## config.mk

```make
export PLATFORM = sky130hd
export DESIGN_NAME = game_controller_flat
export DESIGN_NICKNAME = d
export VERILOG_FILES = /design/src/rtl/game_if.sv /design/src/rtl/game_controller.sv /design/src/flat_wrapper.sv
export SDC_FILE = /design/constraint.sdc
export NUM_CORES = 1
export LEC_CHECK = 0
export BUFFER_PORTS_ARGS = -buffer_cell sky130_fd_sc_hd__buf_4
export CORE_ASPECT_RATIO = 0.75
export CORE_MARGIN = 1
export CORE_UTILIZATION = 45
export DETAILED_ROUTE_END_ITERATION = 6
export GPL_ROUTABILITY_DRIVEN = 0
export HOLD_SLACK_MARGIN = 0.1
export PLACE_DENSITY = 0.75
export SYNTH_ARGS = -nofsm -noshare
export SYNTH_HDL_FRONTEND = slang
export SYNTH_SLANG_ARGS = --single-unit
```

## constraint.sdc

```tcl
create_clock -name clk -period 3.7 [get_ports clk]
set_input_delay 0.555 -clock clk [delete_from_list [all_inputs] [get_ports clk]]
set_output_delay 0.555 -clock clk [all_outputs]
set_load 0.01 [all_outputs]
```

## src/rtl/game_if.sv

```systemverilog
// Signal bundle between the round sequencer (master) and the board / player block / display (slave).
interface game_if #(
   parameter int unsigned MAX_LEN = 9
);
   logic                     start;
   logic                     keys_idle;
   logic                     player_input;
   logic                     check;
   logic [2*MAX_LEN-1:0]     seq;
   logic [5:0]               seq_counter;
   logic                     playerEN;
   logic                     checkEN;
   logic                     show_valid;
   logic [1:0]               show_tile;
   logic [3:0]               round_len;
   logic                     win;
   logic                     lose;

   modport master (
      input  start, keys_idle, player_input, check,
      output seq, seq_counter, playerEN, checkEN, show_valid, show_tile, round_len, win, lose
   );

   modport slave (
      output start, keys_idle, player_input, check,
      input  seq, seq_counter, playerEN, checkEN, show_valid, show_tile, round_len, win, lose
   );
endinterface

```

## src/rtl/game_controller.sv

```systemverilog
// Memory-tile game round sequencer: pattern generation, tile playback, per-tile player check
// and win/lose decision.
module game_controller #(
   parameter int unsigned MAX_LEN     = 9,
   parameter int unsigned SHOW_CYCLES = 25000000,
   parameter int unsigned GAP_CYCLES  = 12500000,
   parameter int unsigned CW          = 25
) (
   input logic    clk,
   input logic    resetn,
   game_if.master game
);
   localparam int unsigned SeqW = 2 * MAX_LEN;

   typedef enum logic [3:0] {
      StIdle, StShowOn, StShowOff, StRel, StWaitIn, StCheck, StJudge, StWin, StLose
   } state_e;

   state_e          r_state, w_state_d;
   logic [SeqW-1:0] r_seq, w_seq_d;
   logic [5:0]      r_seq_counter, w_seq_counter_d;
   logic [3:0]      r_round_len, w_round_len_d;
   logic [CW-1:0]   r_timer, w_timer_d;
   logic [17:0]     r_lfsr;
   logic            w_last;
   logic            w_show_done;
   logic            w_gap_done;
   logic [1:0]      w_show_tile;

   assign w_last      = (r_seq_counter == ({2'b00, r_round_len} - 6'd1));
   assign w_show_done = (r_timer == CW'(SHOW_CYCLES - 1));
   assign w_gap_done  = (r_timer == CW'(GAP_CYCLES - 1));

   always_ff @(posedge clk or negedge resetn) begin
      if (!resetn) begin
         r_state       <= StIdle;
         r_seq         <= '0;
         r_seq_counter <= '0;
         r_round_len   <= '0;
         r_timer       <= '0;
         r_lfsr        <= 18'h2A5F3;
      end else begin
         r_state       <= w_state_d;
         r_seq         <= w_seq_d;
         r_seq_counter <= w_seq_counter_d;
         r_round_len   <= w_round_len_d;
         r_timer       <= w_timer_d;
         // Taps 18 and 11; a nonzero seed can never reach zero
         r_lfsr        <= {r_lfsr[16:0], r_lfsr[17] ^ r_lfsr[10]};
      end
   end

   always_comb begin
      w_state_d       = r_state;
      w_seq_d         = r_seq;
      w_seq_counter_d = r_seq_counter;
      w_round_len_d   = r_round_len;
      w_timer_d       = r_timer;
      case (r_state)
         StIdle, StWin, StLose: begin
            if (game.start) begin
               w_seq_d         = SeqW'(r_lfsr);
               w_round_len_d   = 4'd1;
               w_seq_counter_d = '0;
               w_timer_d       = '0;
               w_state_d       = StShowOn;
            end
         end
         StShowOn: begin
            if (w_show_done) begin
               w_timer_d = '0;
               w_state_d = StShowOff;
            end else begin
               w_timer_d = r_timer + 1'b1;
            end
         end
         StShowOff: begin
            if (w_gap_done) begin
               w_timer_d = '0;
               if (w_last) begin
                  w_seq_counter_d = '0;
                  w_state_d       = StRel;
               end else begin
                  w_seq_counter_d = r_seq_counter + 6'd1;
                  w_state_d       = StShowOn;
               end
            end else begin
               w_timer_d = r_timer + 1'b1;
            end
         end
         StRel: begin
            if (game.keys_idle) w_state_d = StWaitIn;
         end
         StWaitIn: begin
            if (game.player_input) w_state_d = StCheck;
         end
         StCheck: w_state_d = StJudge;
         StJudge: begin
            // check was registered by the player block on the CHECK edge
            if (!game.check) begin
               w_state_d = StLose;
            end else if (!w_last) begin
               w_seq_counter_d = r_seq_counter + 6'd1;
               w_state_d       = StRel;
            end else if (r_round_len == 4'(MAX_LEN)) begin
               w_state_d = StWin;
            end else begin
               w_round_len_d   = r_round_len + 4'd1;
               w_seq_counter_d = '0;
               w_timer_d       = '0;
               w_state_d       = StShowOn;
            end
         end
         default: w_state_d = StIdle;
      endcase
   end

   always_comb begin
      w_show_tile = 2'b00;
      for (int i = 0; i < int'(MAX_LEN); i++) begin
         if (r_seq_counter == 6'(i)) w_show_tile = {r_seq[2*i], r_seq[2*i+1]};
      end
   end

   assign game.seq         = r_seq;
   assign game.seq_counter = r_seq_counter;
   assign game.round_len   = r_round_len;
   assign game.show_tile   = w_show_tile;
   assign game.show_valid  = (r_state == StShowOn);
   assign game.playerEN    = (r_state == StWaitIn);
   assign game.checkEN     = (r_state == StCheck);
   assign game.win         = (r_state == StWin);
   assign game.lose        = (r_state == StLose);
endmodule

```

## src/flat_wrapper.sv

```systemverilog
// flat-port wrapper written by rule: the top's interface ports become plain ports
module game_controller_flat 
#(
   parameter int unsigned MAX_LEN     = 9,
   parameter int unsigned SHOW_CYCLES = 25000000,
   parameter int unsigned GAP_CYCLES  = 12500000,
   parameter int unsigned CW          = 25
)
  (clk, resetn, game_start, game_keys_idle, game_player_input, game_check, game_seq, game_seq_counter, game_playerEN, game_checkEN, game_show_valid, game_show_tile, game_round_len, game_win, game_lose);
  game_if #(.MAX_LEN(MAX_LEN)) game_i ();
  input logic clk;
  input logic resetn;
  input wire logic [$bits(game_i.start)-1:0] game_start;
  input wire logic [$bits(game_i.keys_idle)-1:0] game_keys_idle;
  input wire logic [$bits(game_i.player_input)-1:0] game_player_input;
  input wire logic [$bits(game_i.check)-1:0] game_check;
  output wire logic [$bits(game_i.seq)-1:0] game_seq;
  output wire logic [$bits(game_i.seq_counter)-1:0] game_seq_counter;
  output wire logic [$bits(game_i.playerEN)-1:0] game_playerEN;
  output wire logic [$bits(game_i.checkEN)-1:0] game_checkEN;
  output wire logic [$bits(game_i.show_valid)-1:0] game_show_valid;
  output wire logic [$bits(game_i.show_tile)-1:0] game_show_tile;
  output wire logic [$bits(game_i.round_len)-1:0] game_round_len;
  output wire logic [$bits(game_i.win)-1:0] game_win;
  output wire logic [$bits(game_i.lose)-1:0] game_lose;
  assign game_i.start = game_start;
  assign game_i.keys_idle = game_keys_idle;
  assign game_i.player_input = game_player_input;
  assign game_i.check = game_check;
  assign game_seq = game_i.seq;
  assign game_seq_counter = game_i.seq_counter;
  assign game_playerEN = game_i.playerEN;
  assign game_checkEN = game_i.checkEN;
  assign game_show_valid = game_i.show_valid;
  assign game_show_tile = game_i.show_tile;
  assign game_round_len = game_i.round_len;
  assign game_win = game_i.win;
  assign game_lose = game_i.lose;
  game_controller #(.MAX_LEN(MAX_LEN), .SHOW_CYCLES(SHOW_CYCLES), .GAP_CYCLES(GAP_CYCLES), .CW(CW)) u_core (.clk(clk), .resetn(resetn), .game(game_i));
endmodule
```

-- After elaboration in Yosys (flattened, before gate mapping)
Cells that the tools add are included.
- register bits after elaboration: 75
- bits of input ports: 6
- add/subtract/negate cells: 4
- equality and inequality tests: 29
- muxes and demuxes: 37
- bitwise logic cells: 1
- reduce and logical (&&, ||, !) cells: 11
- operator list (cell ; count):
    2-to-1 mux 25 bit ; 6
    case mux 25 bit (4 select lines) ; 1
    2-to-1 mux 4 bit ; 10
    2-to-1 mux 6 bit ; 6
    case mux 4 bit (7 select lines) ; 1
    adder 25 x 1 -> 25 bit (second input constant) ; 1
    == test 25 x 24 -> 1 bit (second input constant) ; 1
    == test 25 bit (second input constant) ; 1
    == test 6 x 3 -> 1 bit (second input constant) ; 4
    2-to-1 mux 2 bit ; 10
    AND reduction 5 bit ; 4
    case mux 6 bit (3 select lines) ; 1
    == test 4 x 3 -> 1 bit (second input constant) ; 4
    == test 6 x 2 -> 1 bit (second input constant) ; 2
    != test 2 bit (second input constant) ; 5
    == test 4 x 2 -> 1 bit (second input constant) ; 2
    == test 4 bit (second input constant) ; 2
    case mux 4 bit (2 select lines) ; 1
    adder 6 x 1 -> 6 bit (second input constant) ; 1
    == test 6 x 1 -> 1 bit (second input constant) ; 1
    == test 6 x 4 -> 1 bit (second input constant) ; 1
    == test 6 bit ; 1
    logical NOT 6 bit ; 1
    != test 2 x 1 -> 1 bit (second input constant) ; 3
    other kinds (12) ; 12

-- Longest topological paths before layout
Gate-level depths: netlist (run 1).
- depth in word-level cells: 10
- mapped depth: 9

-- Least setup slack after synthesis (run 1)
OpenSTA, ideal clock, no wires.
- path kind: reg-to-output
- start point: reg u_core.r_seq_counter[1] (netlist: u_core.game.seq_counter[1])
- end point: out game_show_tile[1]
- arrival: 1.671 ns
- data required time: 3.145 ns
- setup slack: 1.474 ns
- stages on the path, launching flop included: 9
- buffers on the path: 0
- cells stage by stage: dfrtp_1 > inv_1 > ha_1 > nor2b_1 > a221oi_1 > nor3_1 > a21oi_1 > o221ai_1 > o221a_2
- word-level cells in the longest chain between the ends: 10
- elaborated cells between the ends (all ways): 18
- RTL lines (item ; line ; source):
    start: declaration ; game_controller.sv:21 ; logic [5:0] r_seq_counter, w_seq_counter_d;
    start signal: assignment ; game_controller.sv:45 ; r_seq_counter <= w_seq_counter_d;
    logical NOT 6 bit ; game_controller.sv:121 ; if (r_seq_counter == 6'(i)) w_show_tile = {r_seq[2*i], r_seq[2*i+1]};
    2-to-1 mux 2 bit (8 in series) ; game_controller.sv:121 ;
    2-to-1 mux 2 bit (*) ; game_controller.sv:121 ;
    end: declaration ; flat_wrapper.sv:22 ; output wire logic [$bits(game_i.show_tile)-1:0] game_show_tile;
Every way passes the cells marked *; elsewhere a longest branch is shown, timed or not.

-- Worst setup path after layout (run 1)
- start point: reg u_core.r_seq_counter[1] (netlist: u_core.game.seq_counter[1])
- end point: out game_show_tile[0]
Same word-level chain as after synthesis.

==> impl_metrics.py, run 1 <==
metrics = {
    "status": {
        "status": "finished with violations",
        "violations": "DRC",
    },
    "synthesis": {
        "synth-warning-count": 0,
        "synth.distinct_cells": 64,
        "ys.flop_type": "dfrtp_1",
        "synth_edf_count": 0,
        "syn-num-nets": 447,
        "synth_area_per_cell_um2": 9.32,
        "syn-cell-area_um2": 4040,
        "netlist_instances": 433,
        "async_reset_ff_frac": 1.00,
        "ys_ff_latch": 75,
        "ys_seq_area_frac": 0.468,
    },
    "power": {
        "vdd_ir_drop_max_v": 0.000303,
        "power.share.clock": 0.263,
        "p_sw_frac": 0.429,
        "pwr-share-seq": 0.358,
        "switchingPower_mw": 1.38,
        "p_leak_nw": 2.17,
        "p_int_mw": 1.84,
        "power.density_nw_per_um2": 690,
        "power_frac_comb": 0.379,
    },
    "cells_and_area": {
        "antenna_cells": 0,
        "design_area_um2": 4670,
        "drive_gt1_frac": 0.181,
        "areaGrowthSynthToFinish_pct": 15.7,
        "mostFrequentLayoutCell": "nand2_1",
        "instances_no_fill": 577,
        "most-common-layout-cells": "89 x nand2_1, 64 x dfrtp_1, 42 x buf_4",
        "final_net_count": 478,
        "nFillCells": 763,
    },
    "setup_path": {
        "crit_fanout": 6,
        "critPathArrivalTime_ns": 2.49,
        "endpoint": "game_show_tile[0]",
        "start_kind": "register",
        "critical_path.endpoint_type": "output port",
        "reg2reg_slack_ns": 0.91,
        "critical_path.slowest_cell": "dfrtp_1",
        "rr_worst_depth": 6,
        "crit_start": "u_core.game.seq_counter[1]",
        "critPathRequiredTime_ns": 3.14,
        "cpPeakStageDelay_ns": 0.48,
        "rr_startpoint": "u_core.r_timer[7]",
        "cp_cell_sequence": "inv_1, ha_1, nor2b_1, a221oi_1, nor3_1, a21oi_1, o221ai_1, o221a_2, buf_4",
        "worst-setup-path-type": "register to output port",
        "reg2reg_to": "u_core.r_state[1]",
    },
    "grt": {
        "grt_pass1_wl_mm": 16.2,
        "grt_start_max_net_pins": 76,
        "antenna_found_initial": 0,
        "grt_overflow": 0,
        "first_global_vias": 3213,
        "grt_usage": 0.220,
    },
    "cts": {
        "numClockSinks": 75,
        "cts_tree": "done",
        "hold_buffers": 0,
        "cts_setup_buffers": 0,
        "clk_pin_slew_ns": 0.06,
        "numCtsBuffers": 9,
        "worst_skew_pair.late_latency_ns": 0.34,
        "cts_resized": 0,
        "root_buffer": "clkbuf_16",
        "cts_buffer_depth": 2,
        "cts_max_level": 3,
    },
    "routing": {
        "vias": 3469,
        "drt-total-wl_mm": 9.68,
        "wl_per_cell_um": 16.8,
        "ant_nets": 0,
        "drtPass1Iterations": 7,
        "drc_errors": 5,
        "drtIter0Drc": 399,
        "viasPerCell": 6.01,
    },
    "timing": {
        "clock.fmax_mhz": 329,
        "slew_headroom": 0.377,
        "finalCriticalPeriod_ns": 3.04,
        "whs_ns": 0.343,
        "skew_ns": 0.00673,
        "setup_viol": 0,
        "final-max-slew-violation-count": 0,
        "rsz0062_at_grt": "no",
        "tightest_slew_ns": 0.934,
        "fin_setup_tns_ns": 0,
        "hold_viol": 0,
        "fin_crit_sh": 0.823,
    },
    "die": {
        "fp.dieW_um": 111,
        "die_y_um": 84.0,
        "row_count": 29,
        "core_region_area_um2": 8560,
        "initial_core_util": 0.471,
        "io_pins": 41,
        "die_area_um2": 9360,
    },
    "flow_run": {
        "drv_cap": 0,
    },
    "place": {
        "portBuffers": 40,
        "place_area_um2": 4380,
        "placedCellCount": 561,
        "hpwl_mm": 6.62,
    },
    "hold_path": {
        "hp-class": "input port to asynchronous set/reset pin",
    },
}
[worst max-delay path: cells and delay by family, from the launching register on]
kind / cells / cell delay (ns)
DFF: 1 / 0.48
adders and majority gates: 1 / 0.29
buffers and inverters: 2 / 0.25
and+or+nand+nor: 2 / 0.52
AOI/OAI and AO/OA: 4 / 0.61
[per-layer routing]
metal / GRT usage / routed length [um]
met3: 0.0523 / 521
met1: 0.319 / 4760
met4: 0.0651 / 108
met2: 0.327 / 4290
met5: 0 / 0
[synth_stat cells (all sizes together) (9+ instances only)]
cell type | instances | area share
a21oi | 22 | 0.027
a31oi | 19 | 0.029
buf | 10 | 0.016
clkbuf | 12 | 0.011
dfrtp | 64 | 0.40
dfstp | 11 | 0.072
inv | 11 | 0.010
nand2 | 92 | 0.087
nand2b | 9 | 0.014
nand3 | 16 | 0.020
nand4 | 9 | 0.014
nor2 | 22 | 0.020
nor3 | 16 | 0.021
[per-stage QoR]
stage               setup slack [ns]   util  total power [mW]
floorplan                       1.47      -              2.04
global placement                1.07  0.511              2.31
detailed placement             0.938  0.511              2.36
CTS                            0.682  0.545              3.21
global route                   0.495  0.545              3.43
finish                         0.656  0.545              3.22
[worst min path at each step]
stage                     start                       end  slack (ns)
6_report                 resetn        u_core.game.seq[8]        0.34
5_1_grt        u_core.r_lfsr[0]          u_core.r_lfsr[1]        0.37
4_1_cts        u_core.r_lfsr[0]          u_core.r_lfsr[1]        0.36
3_5_place_dp   u_core.r_lfsr[0]          u_core.r_lfsr[1]        0.36
3_3_place_gp   u_core.r_lfsr[0]          u_core.r_lfsr[1]        0.36
2_1_floorplan            resetn  u_core.game.round_len[0]        0.26
[cells by family after synthesis]
family,after synthesis,share of synthesized area
xor+xnor,8,0.0174
fa+ha+maj,8,0.0248
flops,75,0.468
compound gates,94,0.168
simple gates,208,0.266
mux,7,0.0180
buf+inv,33,0.0375
[layout make-up]
cell class                 count  area [um^2]  area share
tap                          108          135      0.0289
inverter                      11         41.3     0.00884
clock inverter                 7         68.8      0.0147
clock buffer                   9          225      0.0482
sequential                    75         1890       0.405
multi-input combinational    325         1990       0.427
timing repair buffer          42          315      0.0675
[registers in the layout (all words and copies together) (netlist names)]
signal                   cells
u_core.game.seq_counter      6
u_core.game.seq             18
u_core.r_timer              25
u_core.r_lfsr               18
u_core.r_state               4
u_core.game.round_len        4
[power groups by stage]
stage               clock network [mW]  logic (mW)  registers [mW]
floorplan                            0       0.983            1.06
global route                     0.904        1.35            1.18
global placement                     0        1.16            1.14
finish                           0.848        1.22            1.15
detailed placement                   0        1.20            1.16
CTS                              0.863        1.21            1.14
No activity file was read; power rests on OpenSTA's default activity.
==> run 2, diff against run 1 <==
- ABC_AREA: not set -> 1
- PLACE_DENSITY: 0.75 -> 0.76
- clock period: 3.7 -> 2.6 ns (I/O delays scaled with it)
==> run 2 against run 1 <==
  * The flow now finishes without violations
  * Setup slack lost 0.55 ns
  * Power increased by 44%
  * Sequential cell count unchanged
  * Register-to-register slack got worse by 0.69 ns
  * First-iteration DRC count fell by 12%
  * Combinational power is 46% higher
  * Area after synthesis is 15% higher
  * Final cell count is 39% higher
  * Count of clock-buffer cells in the layout unchanged
  * Design area is 16% higher
  * Critical path type unchanged
  * Critical endpoint unchanged
==> impl_metrics.py, run 2 <==
metrics = {
    "status": {
        "status": "completed",
    },
    "die": {
        "io_pins": 41,
        "initial_core_util": 0.472,
        "fp.dieW_um": 119,
        "die_area_um2": 10700,
        "die_y_um": 89.8,
        "core_region_area_um2": 9810,
        "row_count": 31,
    },
    "timing": {
        "slew_headroom": 0.371,
        "fin_setup_tns_ns": 0,
        "setup_viol": 0,
        "clock.fmax_mhz": 402,
        "rsz0062_at_grt": "no",
        "fin_crit_sh": 0.957,
        "finalCriticalPeriod_ns": 2.49,
        "final-max-slew-violation-count": 0,
        "tightest_slew_ns": 0.943,
        "hold_viol": 0,
        "skew_ns": 0.00744,
        "whs_ns": 0.174,
    },
    "grt": {
        "antenna_found_initial": 0,
        "grt_start_max_net_pins": 76,
        "grt_pass1_wl_mm": 19.4,
        "grt_overflow": 0,
        "first_global_vias": 4036,
        "grt_usage": 0.231,
    },
    "cells_and_area": {
        "drive_gt1_frac": 0.211,
        "largest-register": "u_core.r_timer",
        "antenna_cells": 0,
        "utilization": 0.552,
        "largest_register_ffs": 25,
        "mostFrequentLayoutCell": "nand2_1",
        "most-common-layout-cells": "167 x nand2_1, 74 x inv_1, 65 x nor2_1",
        "areaGrowthSynthToFinish_pct": 17.0,
        "final_net_count": 677,
    },
    "synthesis": {
        "syn-num-nets": 630,
        "synthTopCellsByCount": "169 x nand2_1, 76 x inv_1, 69 x nor2_1, 64 x dfrtp_1, 53 x nand3_1",
        "netlist_instances": 616,
        "ys_ff_latch": 75,
        "yosysMostFrequentCell": "nand2_1",
        "synth_edf_count": 0,
        "synth.distinct_cells": 44,
        "synth_area_leaders": "dfrtp_1 35%, nand2_1 14%, dfstp_2 6.2%",
        "ys_seq_area_frac": 0.409,
        "synth_top_cell_area_share": 0.346,
        "synth-warning-count": 0,
        "synth_area_per_cell_um2": 7.51,
        "synth_top_cell_by_area": "dfrtp_1",
        "syn-cell-area_um2": 4630,
        "async_reset_ff_frac": 1.00,
        "ys.flop_type": "dfrtp_1",
    },
    "hold_path": {
        "hp-class": "input port to asynchronous set/reset pin",
    },
    "routing": {
        "drt-total-wl_mm": 12.1,
        "drtPass1Iterations": 5,
        "vias": 4334,
        "ant_nets": 0,
        "wl_per_cell_um": 15.2,
        "drc_errors": 0,
        "viasPerCell": 5.42,
        "drtIter0Drc": 352,
    },
    "cts": {
        "cts_max_level": 3,
        "cts_tree": "done",
        "clk_pin_slew_ns": 0.07,
        "numClockSinks": 75,
        "cts_buffer_depth": 2,
        "root_buffer": "clkbuf_16",
        "numCtsBuffers": 9,
        "worst_skew_pair.late_latency_ns": 0.35,
    },
    "setup_path": {
        "critical_path.endpoint_type": "output port",
        "critPathRequiredTime_ns": 2.21,
        "worst-setup-path-type": "register to output port",
        "path_common_cell": "nand2_1",
        "cpPeakStageDelay_ns": 0.47,
        "critical_path.slowest_cell": "dfrtp_2",
        "cp_cell_sequence": "inv_4, ha_2, nand3_2, or2_2, nand3_1, nand4_1, nand2_1, nand2_1, nand2_1, nand2_1, buf_4",
        "critPathArrivalTime_ns": 2.10,
        "start_kind": "register",
        "crit_fanout": 6,
    },
    "place": {
        "hpwl_mm": 8.41,
        "portBuffers": 40,
    },
    "power": {
        "p_leak_nw": 2.73,
        "vdd_ir_drop_max_v": 0.000408,
        "power.density_nw_per_um2": 860,
    },
    "flow_run": {
        "drv_cap": 0,
    },
}
[run 2: timing repair]
action / CTS / global route
gates cloned: 0 / 1
buffers inserted: 0 / 3
resized for setup: 5 / 13
pin swaps: 0 / 1
setup endpoints to repair: 2 / 5
hold buffers: 0 / 0
[run 2: worst max-delay path: cells and delay by family, from the launching register on]
kind	cells	cell delay [ns]
fa+ha+maj	1	0.20
buf+inv	2	0.25
flops	1	0.47
simple gates	8	0.82
[run 2: final timing paths]
kind,from,endpoint,slack (ns),depth (start not counted)
max,u_core.game.seq_counter[0],game_show_tile[0],0.11,11
min,resetn,u_core.game.seq[6],0.17,1
max reg2reg,u_core.game.round_len[0],u_core.r_timer[7],0.22,10
min reg2reg,u_core.r_lfsr[4],u_core.r_lfsr[5],0.37,0
max in group asynchronous,resetn,u_core.game.seq_counter[1],1.78,1
min in group clk,game_check,u_core.r_state[2],0.34,5
[run 2: per-stage QoR]
| stage | power (mW) | cells | setup WS, ns | instance area, um^2 |
|---|---|---|---|---|
| after CTS | 4.57 | 796 | 0.0143 | 5340 |
| after detailed placement | 3.33 | 780 | 0.247 | 5040 |
| final | 4.65 | 800 | 0.111 | 5410 |
| after global routing | 4.94 | 800 | 0.00135 | 5410 |
| after floorplan | 2.91 | 616 | 0.604 | 4630 |
| after global placement | 3.25 | 780 | 0.393 | 5040 |
[run 2: area by class of cell]
type,count,area [um^2]
sequential,75,1890
multi-input combinational,442,2370
fill,855,4400
tap,132,165
clock buffer,9,225
clock inverter,7,63.8
timing repair buffer,49,368
inverter,86,325
[run 2: report_power, final]
group	switching [mW]	internal [mW]
Combinational	1.20	0.576
Clock	0.572	0.670
Sequential	0.284	1.35
Total	2.06	2.59
[run 2: cells by family after synthesis]
family / Yosys count / synth area share
flip-flops: 75 / 0.409
AO/OA/AOI/OAI: 43 / 0.0560
adder cells (fa/ha/maj): 8 / 0.0216
AND/OR/NAND/NOR: 354 / 0.347
XOR/XNOR: 21 / 0.0397
multiplexers: 15 / 0.0365
buffers and inverters: 100 / 0.0909
[run 2: routing by layer]
layer,GRT usage,routed length [um]
met1,0.326,5510
met2,0.335,5320
met3,0.0673,1060
met4,0.0823,248
met5,0,0
==> run 3, diff against run 2 <==
- CAP_MARGIN: not set -> 20
- MAX_ROUTING_LAYER: not set -> met4
- RECOVER_POWER: not set -> 50
==> run 3 against run 2 <==
  * The run now ends with capacitance limit, slew limit left
  * Non-clock buffer count unchanged
  * Sequential power about the same
  * Clock power about the same
  * Power down 0.16%
  * Global-route usage up 0.65 points
  * Core utilization about the same
  * Maximum frequency up 0.44%
  * Critical path depth up 3
  * Setup slack better by 0.011 ns
  * Design area about the same
  * Via count about the same
  * Count of clock-buffer cells in the layout unchanged
==> impl_metrics.py, run 3 (synthesis gave the netlist of run 2 again) <==
metrics = {
    "status": {
        "status": "finished with violations",
        "violations": "capacitance limit, slew limit",
    },
    "cts": {
        "numCtsBuffers": 9,
        "clk_pin_slew_ns": 0.06,
        "worst_skew_pair.late_latency_ns": 0.35,
        "root_buffer": "clkbuf_16",
        "cts_buffer_depth": 2,
        "cts_max_level": 3,
        "cts_tree": "done",
        "numClockSinks": 75,
        "hold_buffers": 0,
    },
    "timing": {
        "tightest_slew_ns": 1.86,
        "fin_crit_sh": 0.953,
        "finalCriticalPeriod_ns": 2.48,
        "skew_ns": 0.00987,
        "setup_viol": 0,
        "worst_slack_ns": 0.121,
        "clock.fmax_mhz": 403,
        "final-max-slew-violation-count": 76,
        "hold_viol": 0,
        "slew_headroom": -0.239,
    },
    "cells_and_area": {
        "areaGrowthSynthToFinish_pct": 16.9,
        "final_net_count": 677,
        "mostFrequentLayoutCell": "nand2_1",
        "antenna_cells": 0,
        "design_area_um2": 5410,
        "most-common-layout-cells": "167 x nand2_1, 74 x inv_1, 65 x nor2_1",
        "largest-register": "u_core.r_timer",
        "largest_register_ffs": 25,
        "drive_gt1_frac": 0.204,
    },
    "grt": {
        "antenna_found_initial": 0,
        "grt_pass1_wl_mm": 19.4,
        "grt_start_max_net_pins": 76,
        "grt_usage": 0.238,
        "first_global_vias": 4051,
        "grt_overflow": 0,
    },
    "die": {
        "initial_core_util": 0.472,
        "fp.dieW_um": 119,
        "die_y_um": 89.8,
        "core_region_area_um2": 9810,
        "die_area_um2": 10700,
        "row_count": 31,
        "io_pins": 41,
    },
    "routing": {
        "ant_nets": 0,
        "drc_errors": 0,
        "viasPerCell": 5.42,
        "drt-total-wl_mm": 12.0,
        "drtPass1Iterations": 5,
        "wl_per_cell_um": 15.0,
        "vias": 4336,
        "drtIter0Drc": 365,
    },
    "setup_path": {
        "start_kind": "register",
        "crit_fanout": 6,
        "crit_family": "simple AND/OR/NAND/NOR gates",
        "critical_path.endpoint_type": "output port",
        "worst-setup-path-type": "register to output port",
        "path_common_cell": "nand2_1",
        "critPathArrivalTime_ns": 2.09,
        "critical_path.slowest_cell": "dfrtp_2",
        "critPathRequiredTime_ns": 2.21,
        "cpPeakStageDelay_ns": 0.46,
        "path_buf_inv": 4,
        "cp_cell_sequence": "inv_2, ha_2, inv_1, nor2_2, nand2_1, inv_1, nor2_1, nand2_1, nand2_1, nand2_1, nand2_1, nand2_1, nand2_1, buf_4",
    },
    "power": {
        "p_int_mw": 2.59,
        "p_sw_frac": 0.442,
        "switchingPower_mw": 2.06,
        "pwr-share-seq": 0.351,
        "power.share.clock": 0.266,
        "power_frac_comb": 0.382,
        "p_leak_nw": 2.73,
        "vdd_ir_drop_max_v": 0.000405,
        "power.density_nw_per_um2": 859,
    },
    "hold_path": {
        "hp-class": "input port to register",
    },
    "place": {
        "place_ws_ns": 0.247,
        "portBuffers": 40,
        "hpwl_mm": 8.41,
        "place_area_um2": 5040,
    },
    "flow_run": {
        "drv_cap": 1,
    },
}
run 3: changes by cell type in the layout (fill, tap and decap cells not counted):
cell,before,now
dfstp_1,0,5
dfstp_2,11,6
buf_4,49,48
clkbuf_2,0,1
run 3: tightest hold or removal path, stage by stage:
cell and delay (ns):
buf_4 0.09, nand2_1 0.04, nand2_1 0.05, nand2_1 0.04
nand2_1 0.05
run 3: path summary, 6_finish.rpt:
path | startpoint | endpoint | slack, ns | cells past startpoint
max in group asynchronous | resetn | u_core.game.seq_counter[1] | 0.84 | 1
setup reg to reg | u_core.game.round_len[0] | u_core.r_timer[13] | 0.23 | 10
hold / removal | game_check | u_core.r_state[2] | 0.34 | 5
setup / recovery | u_core.game.seq_counter[1] | game_show_tile[1] | 0.12 | 14
min in group asynchronous | resetn | u_core.game.seq[6] | 0.54 | 1
hold reg to reg | u_core.r_lfsr[4] | u_core.r_lfsr[5] | 0.37 | 0
run 3: area by class of cell:
class / count / area, um^2
clock buffer: 9 / 225
clock inverter: 7 / 63.8
fill: 855 / 4400
inverter: 86 / 325
multi-input combinational: 442 / 2370
sequential: 75 / 1890
tap: 132 / 165
timing repair buffer: 49 / 365
run 3: repair_timing:
| action | 4_1_cts | 5_1_grt |
|---|---|---|
| buffers inserted | 0 | 3 |
| pin swaps | 0 | 1 |
| endpoints found under the setup margin | 2 | 5 |
| gates resized for setup | 5 | 13 |
| cloned | 0 | 1 |
run 3: power by group through the flow:
| stage | clock, mW | combinational [mW] | sequential [mW] |
|---|---|---|---|
| after floorplan | 0 | 1.35 | 1.56 |
| after global placement | 0 | 1.62 | 1.63 |
| after detailed placement | 0 | 1.69 | 1.64 |
| after CTS | 1.25 | 1.71 | 1.62 |
| after global routing | 1.31 | 1.97 | 1.66 |
| final | 1.24 | 1.78 | 1.63 |
run 3: metal layers:
metal | GRT usage | routed length [um] | up-vias
li1 | - | - | 2073
met1 | 0.327 | 5580 | 2057
met2 | 0.334 | 5280 | 175
met3 | 0.0647 | 916 | 31
met4 | 0.0833 | 246 | 0
met5 | - | 0 | -
run 3: per-stage QoR:
| step | total power, mW | util | TNS (ns) | hold WS (ns) | std cells |
|---|---|---|---|---|---|
| after floorplan | 2.91 | - | 0 | 0.0944 | 616 |
| after global placement | 3.25 | 0.514 | 0 | 0.356 | 780 |
| after detailed placement | 3.33 | 0.514 | 0 | 0.358 | 780 |
| after global routing | 4.94 | 0.551 | -0.0181 | 0.367 | 800 |
| after CTS | 4.57 | 0.544 | 0 | 0.228 | 796 |
| final | 4.65 | 0.551 | 0 | 0.343 | 800 |
